<file path="src/rtl/fetch.sv">
// Instruction fetch stage: credit-limited request issue, in-order response capture into a small
// prefetch FIFO, and {pc, instr, valid} presentation to decode with stall and redirect handling.
module fetch #(
    parameter int unsigned           ADDR_WIDTH = 32,
    parameter int unsigned           ILEN       = 32,
    parameter logic [ADDR_WIDTH-1:0] RESET_PC   = '0,
    parameter int unsigned           FIFO_DEPTH = 2
) (
    input  logic                  clk_i,
    input  logic                  rst_ni,
    output logic                  imem_req_valid_o,
    input  logic                  imem_req_ready_i,
    output logic [ADDR_WIDTH-1:0] imem_req_addr_o,
    input  logic                  imem_rsp_valid_i,
    input  logic [ILEN-1:0]       imem_rsp_data_i,
    input  logic                  redirect_i,
    input  logic [ADDR_WIDTH-1:0] redirect_pc_i,
    input  logic                  stall_i,
    output logic [ADDR_WIDTH-1:0] pc_o,
    output logic [ILEN-1:0]       instr_o,
    output logic                  instr_valid_o
);

    localparam int unsigned CW = $clog2(FIFO_DEPTH + 1);
    localparam int unsigned PW = $clog2(FIFO_DEPTH);
    localparam logic [ILEN-1:0] NOP_INSTR = ILEN'(32'h0000_0013);

    logic [ADDR_WIDTH-1:0] r_fetch_pc;
    logic [ADDR_WIDTH-1:0] r_rsp_pc;
    logic [CW-1:0]         r_outstanding;
    logic [CW-1:0]         r_discard;
    logic [CW-1:0]         r_count;
    logic [PW-1:0]         r_rd_ptr;
    logic [PW-1:0]         r_wr_ptr;
    logic                  r_run;
    logic [ADDR_WIDTH-1:0] r_fifo_pc    [FIFO_DEPTH];
    logic [ILEN-1:0]       r_fifo_instr [FIFO_DEPTH];

    logic [CW:0]           w_inflight;
    logic                  w_credit;
    logic                  w_req_fire;
    logic                  w_empty;
    logic                  w_pop;
    logic                  w_push;
    logic [ADDR_WIDTH-1:0] w_target;

    assign w_inflight = {1'b0, r_outstanding} + {1'b0, r_count};
    assign w_credit   = w_inflight < (CW + 1)'(FIFO_DEPTH);
    assign w_target   = {redirect_pc_i[ADDR_WIDTH-1:2], 2'b00};

    // r_run keeps the request channel quiet while in reset and for the first cycle after release.
    assign imem_req_valid_o = r_run && !redirect_i && w_credit;
    assign imem_req_addr_o  = r_fetch_pc;
    assign w_req_fire       = imem_req_valid_o && imem_req_ready_i;

    assign w_empty       = (r_count == '0);
    assign instr_valid_o = !w_empty && !redirect_i;
    assign w_pop         = instr_valid_o && !stall_i;
    assign w_push        = imem_rsp_valid_i && !redirect_i && (r_discard == '0);

    assign pc_o    = w_empty ? r_rsp_pc : r_fifo_pc[r_rd_ptr];
    assign instr_o = w_empty ? NOP_INSTR : r_fifo_instr[r_rd_ptr];

    always_ff @(posedge clk_i or negedge rst_ni) begin
        if (!rst_ni) begin
            r_fetch_pc    <= RESET_PC;
            r_rsp_pc      <= RESET_PC;
            r_outstanding <= '0;
            r_discard     <= '0;
            r_count       <= '0;
            r_rd_ptr      <= '0;
            r_wr_ptr      <= '0;
            r_run         <= 1'b0;
        end else begin
            r_run <= 1'b1;
            if (redirect_i) begin
                // Everything still in flight after this cycle belongs to the old path.
                r_fetch_pc    <= w_target;
                r_rsp_pc      <= w_target;
                r_outstanding <= r_outstanding - CW'(imem_rsp_valid_i);
                r_discard     <= r_outstanding - CW'(imem_rsp_valid_i);
                r_count       <= '0;
                r_rd_ptr      <= '0;
                r_wr_ptr      <= '0;
            end else begin
                r_outstanding <= r_outstanding + CW'(w_req_fire) - CW'(imem_rsp_valid_i);
                r_count       <= r_count + CW'(w_push) - CW'(w_pop);
                if (w_req_fire) begin
                    r_fetch_pc <= r_fetch_pc + ADDR_WIDTH'(4);
                end
                if (imem_rsp_valid_i && (r_discard != '0)) begin
                    r_discard <= r_discard - CW'(1);
                end
                if (w_push) begin
                    r_wr_ptr <= r_wr_ptr + PW'(1);
                    r_rsp_pc <= r_rsp_pc + ADDR_WIDTH'(4);
                end
                if (w_pop) begin
                    r_rd_ptr <= r_rd_ptr + PW'(1);
                end
            end
        end
    end

    always_ff @(posedge clk_i) begin
        if (w_push) begin
            r_fifo_pc[r_wr_ptr]    <= r_rsp_pc;
            r_fifo_instr[r_wr_ptr] <= imem_rsp_data_i;
        end
    end

endmodule

</file>
<file path="config.mk">
export PLATFORM = sky130hd
export DESIGN_NAME = fetch
export DESIGN_NICKNAME = d
export VERILOG_FILES = /design/src/rtl/fetch.sv
export SDC_FILE = /design/constraint.sdc
export NUM_CORES = 1
export LEC_CHECK = 0
export CELL_PAD_IN_SITES_DETAIL_PLACEMENT = 1
export CELL_PAD_IN_SITES_GLOBAL_PLACEMENT = 2
export CORE_MARGIN = 2
export CORE_UTILIZATION = 32
export CTS_BUF_LIST = sky130_fd_sc_hd__clkbuf_4
export DETAILED_ROUTE_END_ITERATION = 8
export PLACE_DENSITY = 0.82
export RECOVER_POWER = 50
export SLEW_MARGIN = 20
export SYNTH_ARGS = -nofsm -noshare
export SYNTH_HDL_FRONTEND = slang
export SYNTH_SLANG_ARGS = --single-unit
</file>
<file path="constraint.sdc">
create_clock -name clk_i -period 3.6 [get_ports clk_i]
set_clock_uncertainty 0.05 [all_clocks]
set_input_delay 1.08 -clock clk_i [delete_from_list [all_inputs] [get_ports clk_i]]
set_output_delay 1.08 -clock clk_i [all_outputs]
set_load 0.02 [all_outputs]
</file>
==> results of run 1 <==
## worst max-delay path, delay by kind of cell, from the launching register on
family	cells	cell delay (ns)
fa+ha+maj	1	0.48
buf+inv	2	0.44
flops	1	0.41
simple gates	2	0.45
## Yosys cell counts (4+ instances only)
master,instances
inv_1,10
a21oi_1,8
dfrtp_1,69
nor2_1,58
xor2_1,19
and2_1,6
nand4_1,21
nand2_1,82
xnor2_1,20
and3_1,13
buf_2,7
ha_1,8
nor3_1,4
o311ai_0,14
clkbuf_1,22
nor4_1,4
nand3_1,30
edfxtp_1,124
buf_4,7
o211ai_1,13
o21ai_0,76
a31oi_1,4
mux2i_1,64
## power groups by stage
stage	clock, mW	combinational (mW)	sequential, mW
floorplan	0	0.994	2.83
global placement	0	1.84	2.86
detailed placement	0	1.87	2.87
CTS	1.32	1.86	2.80
global route	1.39	1.99	2.82
finish	1.25	1.82	2.79
## per-stage QoR
stage	total power [mW]	setup TNS (ns)
global placement	4.704	0
global route	6.206	0
floorplan	3.823	-42.04
detailed placement	4.744	0
finish	5.864	0
CTS	5.978	0
## layer usage
metal | wire length [µm] | up-vias
met5 | 0 | -
met4 | 82 | 0
met3 | 1154 | 6
met2 | 10840 | 158
met1 | 11200 | 3100
li1 | - | 3018
## flip-flops by register name, indices dropped and copies added, names as in the netlist
name and cells:
r_fifo_instr 64, r_fifo_pc 60, imem_req_addr_o 30, r_rsp_pc 30, r_count 2, r_discard 2, r_outstanding 2, r_rd_ptr 1
r_run 1, r_wr_ptr 1
## timing repair
item,in CTS,in global routing
setup endpoints to repair,63,13
endpoints found under the hold margin,0,0
pin swaps,0,1
setup buffers,2,4
resized for setup,23,10
## path summary, 6_finish.rpt
| kind | start | to | slack [ns] | cells after the start |
|---|---|---|---|---|
| worst min-delay path | r_outstanding[1] | r_outstanding[1] | 0.50 | 1 |
| worst min register to register | r_outstanding[1] | r_outstanding[1] | 0.50 | 1 |
| min in group asynchronous | rst_ni | imem_req_addr_o[31] | 0.90 | 1 |
| worst max-delay path | r_outstanding[0] | imem_req_valid_o | 0.14 | 5 |
| max in group asynchronous | rst_ni | imem_req_addr_o[12] | 0.74 | 2 |
| worst max register to register | r_outstanding[0] | imem_req_addr_o[26] | 0.63 | 10 |
## final cells by class
type | instances | share of cell area [%]
sequential | 193 | 48.74
multi-input combinational | 488 | 27.78
timing repair buffer | 188 | 16.47
tap | 341 | 3.813
clock inverter | 12 | 1.386
clock buffer | 20 | 1.342
inverter | 12 | 0.4025
antenna | 3 | 0.06708
## cells by family after synthesis
logic type	Yosys count
AO/OA/AOI/OAI	126
XOR/XNOR	39
adder cells (fa/ha/maj)	9
buffers and inverters	52
flip-flops	193
multiplexers	67
other	2
AND/OR/NAND/NOR	242
==> summary.txt, run 1 <==
Floorplanning
  – IO Count: around 170
  – Die H: ~170 µm
  – Initial Utilization: approximately a third
  – Core ar.: around 0.027 mm²
  – Chip Width: around 170 µm
  – DIE AREA: 0.02876 mm²
  – # rows: 60

Power and ir drop
  – Leakage: 4.063 nW
  – Sw power: 1.991 mW
  – Pint: around 3.9 mW
  – Max IR drop VDD: approximately 0.00021 V
  – Switch share: around 34%
  – Pwr per Cell Area: approximately 520 mW/mm²
  – Combinational group share of total power: approximately 31%
  – Register share of total power: between 40% and 50%
  – Clk pwr share: about a fifth

Yosys
  – Mux contribution to synthesized area: just under 8%
  – Average cell area after synthesis: around 12 µm²
  – Mapped Cells: 730
  – #FFs+latches synth: between 150 and 200
  – Adder-Cell Fraction of Synth Area: ~1.4%
  – Synth Flop Type: edfxtp_1
  – Cell Area, Synth: 0.008773 mm²
  – Most area-hungry cell type in the Yosys netlist: edfxtp_1
  – Post-synth cell types: 55
  – Synth warn: 0
  – Post-synthesis sequential area ratio: around 62%
  – Synth Area in XOR/XNOR: between 3 and 4%
  – Combinational family with the most area after synthesis: simple AND/OR/NAND/NOR gates
  – Top-area cell type share of the netlist area: 42.44%
  – Compound-Gate Fraction of Synth Area: between 8 and 9%
  – Synth area leaders: edfxtp_1, dfrtp_1, mux2i_1, o21ai_0, nand2_1
  – Asr flop ratio synth: 35.75%
  – Post-Synth Simple-Gate Area: 13.65%
  – Number of synthesized flops with an enable pin: 124

Place
  – Dpl hpwl: around 16000 µm
  – DP Worst Slack: 0.1623 ns
  – DP Area: 0.01087 mm²
  – Routability congestion estimate: roughly 0.80
  – Dpl cells: around 1200
  – Port bufs: around 160

Clock tree
  – Skew-Pair Late Insertion Delay: roughly 0.56 ns
  – Bufs on Longest Clock Path: 2
  – Clock tree from TritonCTS: done
  – CTS clk-pin slew, worst paths: 0.14 ns
  – Clock Sinks: 193
  – H-tree depth: 4
  – Num CTS Buffers: 17
  – Root Driver: clkbuf_4
  – Hold_buf cts: 0

Cells and area
  – Multi-input logic area: ~0.0031 mm²
  – Final Instance Area: between 0.01 and 0.015 mm²
  – Share of cells above drive strength 1: a little over 8%
  – Register Area: approximately 0.0055 mm²
  – Final core utilization: between 40% and 50%
  – Most common cell after layout, fill and taps aside: edfxtp_1
  – Most frequent cells in the layout: edfxtp_1, clkdlybuf4s50_1, nand2_1, o21ai_0, dfrtp_1
  – Final Net Count: about 980
  – P&R area growth vs syn: 27.55%
  – Post-Layout Cell Count: between 1000 and 1500
  – # fillers: around 2900

Global route
  – Initial antenna violation count: 2
  – First-pass GRT wire length: approximately 37000 µm
  – GRT Residual Overflow: 0
  – Met1 Use GR: between 20% and 30%
  – GRT busiest layer: met2
  – Pin count of the biggest net entering global routing: 72
  – Met3 GRT Util: between 3 and 4%
  – Met2 usage: between 20% and 30%
  – Total GRT Usage: between 10% and 20%
  – Vias in the first global route: between 6000 and 7000

Timing
  – Least-Margin Pin Slew: about 1.7 ns
  – Final worst slack: ~0.14 ns
  – Final Slew Violations: 32
  – Fin crit share: between 90 and 100%
  – RSZ-0062 raised after global routing: false
  – Setup violations, final: 0
  – Fmax: just under 300 MHz
  – Slew HR: -16.65%
  – Hold_ws: around 0.50 ns
  – Hold Vio Cnt, Final: 0
  – Fin crit period: 3.460 ns

Setup path
  – Critical path type: reg2out
  – Startpoint type of the worst setup path: register
  – Critical path capture point type: primary output
  – CP arrival: around 2.3 ns
  – Crit-path max cell delay: ~0.48 ns
  – Cell chain of the critical path: and2_1 -> fa_1 -> nor4b_4 -> buf_4 -> clkdlybuf4s15_2
  – Highest net fanout along the worst path: 2
  – Worst path required time: 2.47 ns
  – Slowest-stage cell, CP: fa_1

Drt
  – DRC viols: 0
  – Vias/cell: between 4 and 5
  – WL final: 23280 µm
  – Final ANT Viol Nets: 0
  – Routed WL per cell: ~19 µm
  – DRT iter0 DRCs: 240
  – Vias: 6282
  – First drt pass iteration count: 4

Outcome
  – Failing checks: max-capacitance violations, max-slew violations
  – Status: complete, but fails checks

Job
  – Max cap viols: 1

Hold path
  – Hold WC Path Type: reg2reg
Power figures use the tool's default switching activity.
==> run 2: changes to the inputs <==
--- a/config.mk
+++ b/config.mk
@@ -13,7 +13,7 @@
 export DETAILED_ROUTE_END_ITERATION = 8
 export PLACE_DENSITY = 0.82
 export RECOVER_POWER = 50
-export SLEW_MARGIN = 20
+export SLEW_MARGIN = 30
 export SYNTH_ARGS = -nofsm -noshare
 export SYNTH_HDL_FRONTEND = slang
 export SYNTH_SLANG_ARGS = --single-unit
==> results of run 2 <==
No change in the layout: final DEF, timing and power equal those of run 1.
